[src/rtl/cpu_run_controller.sv]
// Run/step/halt controller for the teaching CPU: synchronises and debounces the front-panel
// inputs, sequences CPU reset and gates the CPU clock enable. Optional breakpoint: TURTLE_RUN_CTRL_BREAKPOINT_EN.
module cpu_run_controller #(
  parameter int PC_WIDTH          = 10,
  parameter int DEBOUNCE_CYCLES   = 16,
  parameter int RESET_HOLD_CYCLES = 4,
  parameter int COUNT_WIDTH       = 32
) (
  input  logic                   clk,
  input  logic                   reset,
  input  logic                   reset_btn,
  input  logic                   manual_clk_sw,
  input  logic                   pulse_clk_btn,
  input  logic                   halt_req,
  input  logic [PC_WIDTH-1:0]    pc,
`ifdef TURTLE_RUN_CTRL_BREAKPOINT_EN
  input  logic [PC_WIDTH-1:0]    bp_addr,
  input  logic                   bp_valid,
  output logic                   bp_hit,
`endif
  output logic                   cpu_reset_n,
  output logic                   cpu_clk_en,
  output logic                   halted,
  output logic [COUNT_WIDTH-1:0] cycle_count
);

  localparam int DB_W   = $clog2(DEBOUNCE_CYCLES + 1);
  localparam int HOLD_W = $clog2(RESET_HOLD_CYCLES + 1);
  localparam logic [DB_W-1:0]   DB_LAST   = DB_W'(DEBOUNCE_CYCLES - 1);
  localparam logic [HOLD_W-1:0] HOLD_LAST = HOLD_W'(RESET_HOLD_CYCLES - 1);
  localparam int CH_RST  = 0;
  localparam int CH_SW   = 1;
  localparam int CH_STEP = 2;

  typedef enum logic [2:0] {
    S_RESET_HOLD,
    S_RUN,
    S_MANUAL,
    S_HALTED
`ifdef TURTLE_RUN_CTRL_BREAKPOINT_EN
    , S_BREAK
`endif
  } state_t;

  state_t            state, state_next;
  logic [2:0]        raw_in, sync1, sync2, deb, deb_q;
  logic [DB_W-1:0]   db_cnt [3];
  logic              rst_rise, step_rise;
  logic [HOLD_W-1:0] hold_cnt, hold_next;
  logic              en_next;

  assign raw_in = {pulse_clk_btn, manual_clk_sw, reset_btn};

  // A debounced output flips only after the synchronised input has disagreed with it
  // for DEBOUNCE_CYCLES cycles in a row; agreement at any point restarts the count.
  always_ff @(posedge clk) begin
    if (reset) begin
      sync1     <= '0;
      sync2     <= '0;
      deb       <= '0;
      deb_q     <= '0;
      rst_rise  <= 1'b0;
      step_rise <= 1'b0;
      for (int i = 0; i < 3; i++) db_cnt[i] <= '0;
    end else begin
      sync1     <= raw_in;
      sync2     <= sync1;
      deb_q     <= deb;
      rst_rise  <= deb[CH_RST] & ~deb_q[CH_RST];
      step_rise <= deb[CH_STEP] & ~deb_q[CH_STEP];
      for (int i = 0; i < 3; i++) begin
        if (sync2[i] == deb[i]) begin
          db_cnt[i] <= '0;
        end else if (db_cnt[i] == DB_LAST) begin
          deb[i]    <= sync2[i];
          db_cnt[i] <= '0;
        end else begin
          db_cnt[i] <= db_cnt[i] + 1'b1;
        end
      end
    end
  end

`ifdef TURTLE_RUN_CTRL_BREAKPOINT_EN
  logic bp_match;
  assign bp_match = bp_valid && (pc == bp_addr);
`else
  logic unused_pc;
  assign unused_pc = ^pc;
`endif

  always_comb begin
    state_next = state;
    hold_next  = hold_cnt;
    en_next    = 1'b0;
    if (rst_rise) begin
      state_next = S_RESET_HOLD;
      hold_next  = '0;
    end else begin
      case (state)
        S_RESET_HOLD: begin
          if (deb[CH_RST]) begin
            hold_next = '0;
          end else if (hold_cnt == HOLD_LAST) begin
            hold_next = '0;
            if (deb[CH_SW]) begin
              state_next = S_MANUAL;
            end else begin
              state_next = S_RUN;
              en_next    = 1'b1;
            end
          end else begin
            hold_next = hold_cnt + 1'b1;
          end
        end
        S_RUN: begin
          if (halt_req) state_next = S_HALTED;
`ifdef TURTLE_RUN_CTRL_BREAKPOINT_EN
          else if (bp_match) state_next = S_BREAK;
`endif
          else if (deb[CH_SW]) state_next = S_MANUAL;
          else en_next = 1'b1;
        end
        S_MANUAL: begin
          if (!deb[CH_SW]) begin
            state_next = S_RUN;
            en_next    = 1'b1;
          end else begin
            en_next = step_rise;
          end
        end
        S_HALTED: state_next = S_HALTED;
`ifdef TURTLE_RUN_CTRL_BREAKPOINT_EN
        S_BREAK: begin
          if (deb[CH_SW]) begin
            state_next = S_MANUAL;
          end else if (step_rise) begin
            state_next = S_RUN;
            en_next    = 1'b1;
          end
        end
`endif
        default: state_next = S_RESET_HOLD;
      endcase
    end
  end

  // Outputs are registered from the next state so they change cleanly on the clock edge.
  always_ff @(posedge clk) begin
    if (reset) begin
      state       <= S_RESET_HOLD;
      hold_cnt    <= '0;
      cpu_reset_n <= 1'b0;
      cpu_clk_en  <= 1'b0;
      halted      <= 1'b0;
    end else begin
      state       <= state_next;
      hold_cnt    <= hold_next;
      cpu_reset_n <= (state_next != S_RESET_HOLD);
      cpu_clk_en  <= en_next;
      halted      <= (state_next == S_HALTED);
    end
  end

`ifdef TURTLE_RUN_CTRL_BREAKPOINT_EN
  always_ff @(posedge clk) begin
    if (reset) bp_hit <= 1'b0;
    else       bp_hit <= (state_next == S_BREAK);
  end
`endif

  always_ff @(posedge clk) begin
    if (reset || state_next == S_RESET_HOLD) begin
      cycle_count <= '0;
    end else if (cpu_clk_en && cycle_count != '1) begin
      cycle_count <= cycle_count + 1'b1;
    end
  end

endmodule

[config.mk]
export PLATFORM = sky130hd
export DESIGN_NAME = cpu_run_controller
export DESIGN_NICKNAME = d
export VERILOG_FILES = /design/src/rtl/cpu_run_controller.sv
export SDC_FILE = /design/constraint.sdc
export NUM_CORES = 1
export LEC_CHECK = 0
export ABC_CLOCK_PERIOD_IN_PS = 3510
export CAP_MARGIN = 20
export CORE_ASPECT_RATIO = 1.4
export CORE_MARGIN = 4
export CORE_UTILIZATION = 45
export DETAILED_ROUTE_END_ITERATION = 16
export MAX_ROUTING_LAYER = met4
export PLACE_DENSITY = 0.66
export SYNTH_ARGS = -nofsm -noshare
export SYNTH_HDL_FRONTEND = slang
export SYNTH_SLANG_ARGS = --single-unit
[constraint.sdc]
create_clock -name clk -period 3.51 [get_ports clk]
set_input_delay 0.702 -clock clk [delete_from_list [all_inputs] [get_ports clk]]
set_output_delay 0.702 -clock clk [all_outputs]
set_load 0.01 [all_outputs]
==> out/qor.yml <==
run:
  maxCapViolations: 0
cells_and_area:
  syn_to_final_growth_pct: 25.54
  post_route_cells_drive_above_1_share_pct: 8.707
  fillerInstances: 616
  antennaDiodeCount: 0
  fin_nets: 398
global_routing:
  grt-ovfl-total: 0
  grt_pass1_wl_mm: 10.15
  antenna_found_initial: 0
  grt_pass1_vias: 2300
  grt_max_degree: 19
  grt.total_usage_pct: 15.75
worst_hold_path:
  hp-class: "flip-flop to flip-flop"
yosys:
  synth_top_area_share_pct: 34.87
  ys_warn_count: 0
  ys_seq_area_share_pct: 49.39
  synth_seq_cells: 69
  async_reset_ff_share_pct: 0
  syn_avg_cell_area_um2: 9.874
  ys_types: 45
  synth_ff_type: "dfxtp_1"
  syn-instance-count: 314
  synth_edf_count: 15
  synth_area_leader_cell: "dfxtp_1"
  netlist_area_mm2: 0.003100
  synth.area.top_cells: "dfxtp_1, edfxtp_1, nor2_1"
clock_network:
  cts_tree: "done"
  cts_setup_buffers: 0
  ctsHtreeMaxLevel: 3
  ctsLongestPathBuffers: 2
  cts-root-buf: "clkbuf_8"
  cts_sinks: 69
  clock_latency_ns: 0.34
  clk_pin_slew_ns: 0.07
  numCtsBuffers: 9
  cts.repair.resized: 0
  cts_hold_buffers: 0
critical_path:
  cp_top_family: "simple AND/OR/NAND/NOR gates"
  cp-end-kind: "flip-flop"
  critPathRequiredTime_ns: 3.70
  path_max_fanout: 17
  cpMaxStageDelayCell: "or4_4"
  worstPathArrival_ns: 2.47
  setup.worst_path.class: "flip-flop to flip-flop"
  crit_buf_inv: 0
  cp_cell_sequence: "ha_1, nand4_2, or4_4, o2111ai_4, or4_1, a21oi_1"
  cp-start-kind: "flip-flop"
  critical-path-max-stage-delay_ns: 0.60
route:
  wl_per_cell_um: 12.34
  via_count: 2406
  drc_errors: 0
  drt_iter0_drc: 90
  ant_nets: 0
  vias_per_cell: 5.108
  drt-pass1-iter-count: 4
  wl_mm: 5.813
placed_design:
  port-buffer-count: 40
  place_ws_ns: 1.081
  dpl.hpwl_mm: 4.249
  gp_congestion: 0.7538
pwr:
  p_total_mw: 1.567
  leakagePower_nw: 1.356
  seqPwrFrac_pct: 53.0
  switching_share_pct: 20.77
  peakVddDrop_mv: 0.2728
  internal_power_mw: 1.242
  comb_power_share_pct: 2.4
  p_switching_uw: 325.6
  p_per_area_mw_per_mm2: 402.7
  pwr-share-clk_pct: 44.6
floorplanning:
  die_area_mm2: 0.008301
  ioPinCount: 51
  rows: 35
  die_w_um: 78.15
  coreArea_mm2: 0.006656
  fp.dieH_um: 106.2
  start_util_pct: 46.58
sta:
  setup_tns_ns: 0
  rsz0062_at_grt: "false"
  fin_ws_ns: 1.232
  tightest_slew_ns: 0.7140
  fmax_mhz: 439.1
  finClkSkew_ns: 0.009420
  fin_crit_sh_pct: 64.89
  relSlewSlack_pct: 51.96
  slew_violations: 0
  final-hold-violation-count: 0
  setup_viol: 0
  finalCriticalPeriod_ns: 2.278
status:
  status: "completed"
power by group through the flow:
stage	logic (mW)	registers [mW]	clock network (mW)
2_1_floorplan	0.0264	0.847	0
3_3_place_gp	0.0372	0.849	0
3_5_place_dp	0.0378	0.849	0
4_1_cts	0.0381	0.831	0.720
5_1_grt	0.0452	0.832	0.756
6_report	0.0378	0.831	0.699
kinds of logic (layout without fill, tap and decap cells):
logic type	after synthesis	after routing	share of synthesized area (%)
AND/OR/NAND/NOR	136	136	25.34
flip-flops	69	69	49.39
adder cells (fa/ha/maj)	8	8	3.229
multiplexers	4	4	1.291
other	2	16	0.2422
XOR/XNOR	27	27	7.627
buffers and inverters	22	73	2.946
AO/OA/AOI/OAI	46	46	9.928
routing by layer:
layer,routed length [um],vias up,global-route usage (%)
li1,-,1235,-
met1,2492,1110,16.93
met3,227,14,3.136
met2,2961,47,27.08
met5,0,-,-
met4,131,0,8.500
layout make-up:
cell class | instances | area, um2 | area share, %
sequential | 69 | 1531 | 39.34
multi-input combinational | 237 | 1544 | 39.67
clock buffer | 10 | 127.6 | 3.279
clock inverter | 6 | 87.58 | 2.250
inverter | 11 | 41.29 | 1.061
timing repair buffer | 46 | 445.4 | 11.44
tap | 92 | 115.1 | 2.957
final timing paths:
kind / cells after the start / from / slack (ns) / endpoint
setup reg to reg: 6 / cycle_count[0] / 1.23 / cycle_count[31]
hold reg to reg: 1 / deb_q[2] / 0.38 / step_rise
hold / removal: 1 / deb_q[2] / 0.38 / step_rise
setup / recovery: 6 / cycle_count[0] / 1.23 / cycle_count[31]
synthesized netlist by cell type (3+ instances only):
| master | count |
|---|---|
| nor3_1 | 5 |
| a21oi_1 | 15 |
| and2_1 | 4 |
| nand3_1 | 13 |
| nor2b_1 | 10 |
| o21ai_0 | 5 |
| ha_1 | 8 |
| o2111ai_1 | 3 |
| nand4_1 | 9 |
| or3_1 | 11 |
| xor2_1 | 13 |
| nor4_1 | 3 |
| xnor2_1 | 14 |
| dfxtp_1 | 54 |
| and3_1 | 5 |
| edfxtp_1 | 15 |
| and4_1 | 6 |
| nand2_1 | 13 |
| clkbuf_1 | 9 |
| nor2_1 | 40 |
| inv_1 | 11 |
| or4_1 | 6 |
| o211ai_1 | 6 |
| o21ai_1 | 6 |
| mux2i_1 | 4 |
| o31ai_1 | 3 |
layout by cell type (no fill, tap or decap), types with 8 or more instances in the layout:
cell / instances
a21oi_1: 15
edfxtp_1: 15
dfxtp_1: 54
nand3_1: 13
inv_1: 11
xnor2_1: 14
nand2_1: 13
nand4_1: 9
or3_1: 11
xor2_1: 13
clkbuf_8: 9
ha_1: 8
conb_1: 16
clkdlybuf4s50_1: 40
nor2_1: 40
nor2b_1: 10
flip-flops by register name (all words and copies together) (netlist names), 2 cells and up:
signal and count:
sync2 3, deb 3, cycle_count 32, state 3
hold_cnt 3, db_cnt 15, sync1 3, deb_q 2
metrics by stage:
step | hold slack [ns] | utilization (%) | cells | instance area (um2)
after floorplan | 0.3674 | - | 328 | 3153
after global placement | 0.3709 | 55.24 | 455 | 3677
after detailed placement | 0.3735 | 55.24 | 455 | 3677
after CTS | 0.3841 | 58.48 | 471 | 3892
after global routing | 0.3994 | 58.48 | 471 | 3892
final | 0.3846 | 58.48 | 471 | 3892
worst register-to-register path, stage by stage, from the launching register on:
cell and delay [ns]:
dfxtp_1 0.41, ha_1 0.24, nand4_2 0.18, or4_4 0.60, o2111ai_4 0.45, or4_1 0.19, a21oi_1 0.06
Power figures use the tool's default switching activity.
